[config.mk]
export PLATFORM = sky130hd
export DESIGN_NAME = car_spawner_flat
export DESIGN_NICKNAME = d
export VERILOG_FILES = /design/src/rtl/car_spawner_pkg.sv /design/src/rtl/car_spawner_if.sv /design/src/rtl/car_spawner_lfsr.sv /design/src/rtl/car_spawner.sv /design/src/flat_wrapper.sv
export SDC_FILE = /design/constraint.sdc
export NUM_CORES = 1
export LEC_CHECK = 0
export ABC_AREA = 1
export ABC_CLOCK_PERIOD_IN_PS = 4000
export CAP_MARGIN = 25
export CORE_MARGIN = 8
export CORE_UTILIZATION = 50
export DETAILED_ROUTE_END_ITERATION = 10
export PLACE_DENSITY_LB_ADDON = 0.12
export SKIP_LAST_GASP = 1
export SYNTH_ARGS = -nofsm -noshare
export SYNTH_HDL_FRONTEND = slang
export SYNTH_SLANG_ARGS = --single-unit
[constraint.sdc]
create_clock -name clk -period 4 [get_ports clk]
set_clock_uncertainty 0.15 [all_clocks]
set_input_delay 0.8 -clock clk [delete_from_list [all_inputs] [get_ports clk]]
set_output_delay 0.8 -clock clk [all_outputs]
set_load 0.02 [all_outputs]
[src/rtl/car_spawner_pkg.sv]
// Shared types and constants for the crossy-road lane spawner.
package crossy_pkg;

    typedef enum logic [1:0] {
        IDLE  = 2'd0,
        GAP   = 2'd1,
        ARMED = 2'd2
    } spawn_state_t;

    localparam int unsigned LFSR_W = 10;
    // Taps for x^10 + x^7 + 1: bits 9 and 6 feed the shift-in bit.
    localparam logic [LFSR_W-1:0] LFSR_TAPS = 10'h240;

    // An all-zero seed would lock the LFSR, so it is replaced by 1.
    function automatic logic [LFSR_W-1:0] seed_fix(input logic [LFSR_W-1:0] s);
        return (s == '0) ? 10'h001 : s;
    endfunction

endpackage

[src/rtl/car_spawner_if.sv]
// Lane control/status bundle between a lane controller and its spawner.
interface car_spawner_if;
    logic       enable;
    logic [3:0] density;
    logic       step;
    logic       spawn;
    logic [7:0] car_count;

    modport master (
        output enable, density,
        input  step, spawn, car_count
    );

    modport slave (
        input  enable, density,
        output step, spawn, car_count
    );
endinterface

[src/rtl/car_spawner_lfsr.sv]
// 10-bit Fibonacci LFSR that advances one position when adv is high.
module lfsr_step
    import crossy_pkg::*;
#(
    parameter logic [LFSR_W-1:0] SEED = 10'h001
) (
    input  logic              clk,
    input  logic              reset,
    input  logic              adv,
    output logic [LFSR_W-1:0] q
);

    localparam logic [LFSR_W-1:0] SEED_EFF = seed_fix(SEED);

    logic [LFSR_W-1:0] q_q;

    // Shift left, feeding in the XOR of the tapped bits.
    always_ff @(posedge clk) begin
        if (reset) begin
            q_q <= SEED_EFF;
        end else if (adv) begin
            q_q <= {q_q[LFSR_W-2:0], ^(q_q & LFSR_TAPS)};
        end
    end

    assign q = q_q;

endmodule

[src/rtl/car_spawner.sv]
// Lane producer: step divider, gap/armed spawn FSM and spawn counter.
module car_spawner
    import crossy_pkg::*;
#(
    parameter logic [LFSR_W-1:0] SEED      = 10'h001,
    parameter int unsigned       STEP_DIV  = 25000000,
    parameter int unsigned       MIN_GAP   = 2,
    parameter int unsigned       MAX_EMPTY = 6
) (
    input  logic           clk,
    input  logic           reset,
    car_spawner_if.slave   lane
);

    localparam int CNT_W   = $clog2(STEP_DIV);
    localparam int GAP_W   = $clog2(MIN_GAP + 2);
    localparam int EMPTY_W = $clog2(MAX_EMPTY + 2);

    logic [CNT_W-1:0]   cnt_q,   cnt_d;
    logic               step_q,  step_d;
    logic               spawn_q, spawn_d;
    logic [7:0]         cc_q,    cc_d;
    spawn_state_t       state_q, state_d;
    logic [GAP_W-1:0]   gap_q,   gap_d;
    logic [EMPTY_W-1:0] empty_q, empty_d;

    logic [LFSR_W-1:0]  lfsr;
    logic               dec;
    logic               forced;
    logic               hit;

    assign dec    = lane.enable && (cnt_q == CNT_W'(STEP_DIV - 1));
    assign forced = (MAX_EMPTY != 0) && (empty_q == EMPTY_W'(MAX_EMPTY - 1));
    // roll is sampled before this decision's shift takes effect.
    assign hit    = (lfsr[3:0] < lane.density) || forced;

    lfsr_step #(
        .SEED (SEED)
    ) u_lfsr (
        .clk   (clk),
        .reset (reset),
        .adv   (dec),
        .q     (lfsr)
    );

    // Next-state for divider, FSM, gap/empty counters and outputs.
    always_comb begin
        cnt_d   = cnt_q;
        step_d  = 1'b0;
        spawn_d = 1'b0;
        cc_d    = cc_q;
        state_d = state_q;
        gap_d   = gap_q;
        empty_d = empty_q;
        if (!lane.enable) begin
            cnt_d   = '0;
            state_d = IDLE;
            gap_d   = '0;
            empty_d = '0;
        end else begin
            cnt_d  = dec ? '0 : cnt_q + 1'b1;
            step_d = dec;
            unique case (state_q)
                IDLE: begin
                    if (MIN_GAP == 0) begin
                        state_d = ARMED;
                        empty_d = '0;
                    end else begin
                        state_d = GAP;
                        gap_d   = GAP_W'(MIN_GAP);
                    end
                end
                GAP: begin
                    if (dec) begin
                        if (gap_q <= GAP_W'(1)) begin
                            state_d = ARMED;
                            gap_d   = '0;
                            empty_d = '0;
                        end else begin
                            gap_d = gap_q - 1'b1;
                        end
                    end
                end
                ARMED: begin
                    if (dec) begin
                        if (hit) begin
                            spawn_d = 1'b1;
                            cc_d    = (cc_q == 8'hFF) ? cc_q : cc_q + 8'd1;
                            empty_d = '0;
                            if (MIN_GAP != 0) begin
                                state_d = GAP;
                                gap_d   = GAP_W'(MIN_GAP);
                            end
                        end else begin
                            empty_d = empty_q + 1'b1;
                        end
                    end
                end
                default: state_d = IDLE;
            endcase
        end
    end

    // State register with synchronous active-high reset.
    always_ff @(posedge clk) begin
        if (reset) begin
            cnt_q   <= '0;
            step_q  <= 1'b0;
            spawn_q <= 1'b0;
            cc_q    <= '0;
            state_q <= IDLE;
            gap_q   <= '0;
            empty_q <= '0;
        end else begin
            cnt_q   <= cnt_d;
            step_q  <= step_d;
            spawn_q <= spawn_d;
            cc_q    <= cc_d;
            state_q <= state_d;
            gap_q   <= gap_d;
            empty_q <= empty_d;
        end
    end

    assign lane.step      = step_q;
    assign lane.spawn     = spawn_q;
    assign lane.car_count = cc_q;

endmodule

[src/flat_wrapper.sv]
// flat-port wrapper written by rule: the top's interface ports become plain ports
module car_spawner_flat import crossy_pkg::*;
#(
    parameter logic [LFSR_W-1:0] SEED      = 10'h001,
    parameter int unsigned       STEP_DIV  = 25000000,
    parameter int unsigned       MIN_GAP   = 2,
    parameter int unsigned       MAX_EMPTY = 6
)
  (clk, reset, lane_enable, lane_density, lane_step, lane_spawn, lane_car_count);
  car_spawner_if lane_i ();
  input  logic clk;
  input  logic reset;
  input wire logic [$bits(lane_i.enable)-1:0] lane_enable;
  input wire logic [$bits(lane_i.density)-1:0] lane_density;
  output wire logic [$bits(lane_i.step)-1:0] lane_step;
  output wire logic [$bits(lane_i.spawn)-1:0] lane_spawn;
  output wire logic [$bits(lane_i.car_count)-1:0] lane_car_count;
  assign lane_i.enable = lane_enable;
  assign lane_i.density = lane_density;
  assign lane_step = lane_i.step;
  assign lane_spawn = lane_i.spawn;
  assign lane_car_count = lane_i.car_count;
  car_spawner #(.SEED(SEED), .STEP_DIV(STEP_DIV), .MIN_GAP(MIN_GAP), .MAX_EMPTY(MAX_EMPTY)) u_core (.clk(clk), .reset(reset), .lane(lane_i));
endmodule
==> flow_summary.yaml <==
critical_path:
  cp.arrival_ns: 2.58
  path_class: "in2reg"
  timing.rr.start: "u_core.cnt_q[0]$_SDFF_PP0_"
  rrSetupSlack_ns: 1.77
  cp.required_ns: 4.03
  ff2ff_path_depth: 10
  crit_fanout: 19
  worst_r2r_endpoint: "u_core.cnt_q[18]$_SDFF_PP0_"
  crit_end: "u_core.cnt_q[18]$_SDFF_PP0_"
  critPathLaunchType: "input pin"
  startpoint: "lane_enable"
  endpoint_kind: "flop"
global_route:
  grt_usage_pct: 14.02
  grt.overflow.total: 0
  grt_pass1_wl_um: 8569
  grt_pass1_vias: 2067
  antenna_found_initial: 0
  grt_max_degree: 20
yosys:
  yosysTopAreaCell: "dfxtp_1"
  postSynth.asyncResetShare_pct: 0
  synthXorXnorAreaFrac_pct: 3.119
  synth-edff-count: 0
  syn_inst: 369
  synth_compound_area_share_pct: 10.10
  synth_fa_ha_area_share_pct: 3.465
  ys_top_cells_by_area: "dfxtp_1 41%, nand2_1 12%, nor2_1 11%"
  ys_seq_area_share_pct: 41.19
  ys.flop_type: "dfxtp_1"
  yosys.area_share.simple_pct: 33.22
  synth_mux_area_share_pct: 0
  ys_types: 28
  synth_top_area_share_pct: 41.19
  syn_area_um2: 2527
  synth-seq-cells: 52
  synth_nets: 383
  synth.avg_cell_area_um2: 6.849
  synth_top_family_by_area: "simple AND/OR/NAND/NOR gates"
  yosys_warnings: 0
sta:
  fin_crit_sh_pct: 63.75
  drv_slew: 0
  max_freq_ghz: 0.3922
  final-hold-violation-count: 0
  layout_setup_ws_ns: 1.450
  worst_pin_slew_ns: 0.4253
  relSlewSlack_pct: 71.61
  setup-tns-final_ns: 0
  rsz0062_at_grt: "no"
  final.min_clock_period_ns: 2.550
  setup_viol: 0
power_and_ir_drop:
  power_density_nw_per_um2: 330.4
  ir_drop_v: 0.0001597
  p_leak_uw: 0.001134
  fin_total_pwr_uw: 946.3
die:
  die_x_um: 87.10
  die_h_um: 87.10
  start_util_pct: 50.78
  io_pins: 17
  row_count: 26
  dieArea_um2: 7586
  core-area_um2: 4977
final_layout:
  area_growth_pct: 13.32
  fillers: 483
  drive_above_1_share_pct: 5.412
  layout_commonest_cell: "nand2_1"
  diodes: 0
  final_nets: 401
  mostFrequentLayoutCells: "81 x nand2_1, 73 x nor2_1, 52 x dfxtp_1, 46 x inv_1, 27 x a21oi_1"
worst_hold_path:
  hp-class: "reg2reg"
clocking:
  clockBufferDepth: 2
  root_buffer: "clkbuf_8"
  clkTransAtPathRegs_ns: 0.09
  hold_buffers: 0
  cts_post_setup_buffers_inserted: 0
  cts.sinks: 52
  h-tree-depth: 2
  cts_resized: 0
  cts_tree: "built"
  clock_latency_ns: 0.31
  numCtsBuffers: 5
place:
  place_congestion: 0.8376
  hpwl_um: 3618
  post-place-ws_ns: 1.117
  port_buffers: 16
drt:
  drtIter0Drc: 87
  wire_per_inst_um: 10.59
  vias_per_cell: 4.779
  totalWireLength_um: 4850
  drc_errors: 0
  detail_route.first_pass.iterations: 4
  vias: 2189
  ant_nets: 0
run_status:
  status: "finished clean"
flow_run:
  drv_cap: 0
-- power by group --
part / switching, µW / internal [µW]
Combinational: 22.1 / 13.6
Sequential: 1.67 / 520
Clock: 168 / 221
Total: 192 / 755
-- layout make-up --
type | instances | area [µm²] | area share (%)
clock buffer | 7 | 96.34 | 3.364
clock inverter | 1 | 30.03 | 1.048
multi-input combinational | 262 | 1261 | 44.04
timing repair buffer | 16 | 160.2 | 5.592
inverter | 50 | 187.7 | 6.553
tap | 70 | 87.58 | 3.058
sequential | 52 | 1041 | 36.35
-- state kept, by name, indices dropped and copies added, names as in the netlist --
signal / count
u_core.cnt_q: 25
u_core.empty_q: 3
u_core.gap_q: 2
u_core.lane.car_count: 8
u_core.lane.spawn: 1
u_core.lane.step: 1
u_core.state_q: 2
u_core.u_lfsr.q: 10
-- synth_stat cells, types with 3 or more instances --
cell type  instances
nand2_1           81
nor2_1            73
dfxtp_1           52
inv_1             46
a21oi_1           27
o21ai_0           16
nand3_1           15
ha_1               7
nand4_1            7
nor3_1             7
xor2_1             5
inv_2              4
nor2_2             4
xnor2_1            4
nand3b_1           3
-- how the worst min path moves through the flow --
stage | from | end | slack (ns) | cells after the start
finish | u_core.cnt_q[0]$_SDFF_PP0_ | u_core.cnt_q[0]$_SDFF_PP0_ | 0.31 | 1
global route | u_core.cnt_q[0]$_SDFF_PP0_ | u_core.cnt_q[0]$_SDFF_PP0_ | 0.35 | 1
CTS | u_core.cnt_q[0]$_SDFF_PP0_ | u_core.cnt_q[0]$_SDFF_PP0_ | 0.32 | 1
detailed placement | u_core.cnt_q[0]$_SDFF_PP0_ | u_core.cnt_q[0]$_SDFF_PP0_ | 0.30 | 1
global placement | u_core.cnt_q[0]$_SDFF_PP0_ | u_core.cnt_q[0]$_SDFF_PP0_ | 0.28 | 1
floorplan | u_core.cnt_q[0]$_SDFF_PP0_ | u_core.cnt_q[0]$_SDFF_PP0_ | 0.27 | 1
-- layer usage --
layer	up-vias	global-route usage (%)	share of wire, %
li1	1196	-	-
met3	8	4.151	3.8
met2	28	24.84	47
met5	-	0	0
met4	0	5.625	1.7
met1	957	15.20	47
-- cell families after synthesis --
family,Yosys count
xor gates and xnor gates,9
buffers and inverters,55
adders and majority gates,7
and+or+nand+nor,197
AOI/OAI and AO/OA,49
DFF,52
-- critical path: stages --
cell and delay, ns:
clkdlybuf4s50_1 0.47, nand2_1 0.06, nor2_1 0.09, nand2_1 0.06
nor2_2 0.13, nand2_2 0.19, inv_1 0.30, nor2_4 0.10
inv_2 0.28, nor2_1 0.09
-- metrics by stage --
step / cells / cell area [µm²] / utilization (%) / hold WS (ns)
6_report: 458 / 2864 / 57.54 / 0.3079
5_1_grt: 458 / 2864 / 57.54 / 0.3474
4_1_cts: 458 / 2864 / 57.54 / 0.3159
3_5_place_dp: 450 / 2738 / 55.00 / 0.2970
3_3_place_gp: 450 / 2738 / 55.00 / 0.2824
2_1_floorplan: 369 / 2527 / - / 0.2678
(Power assumes the default switching activity.)
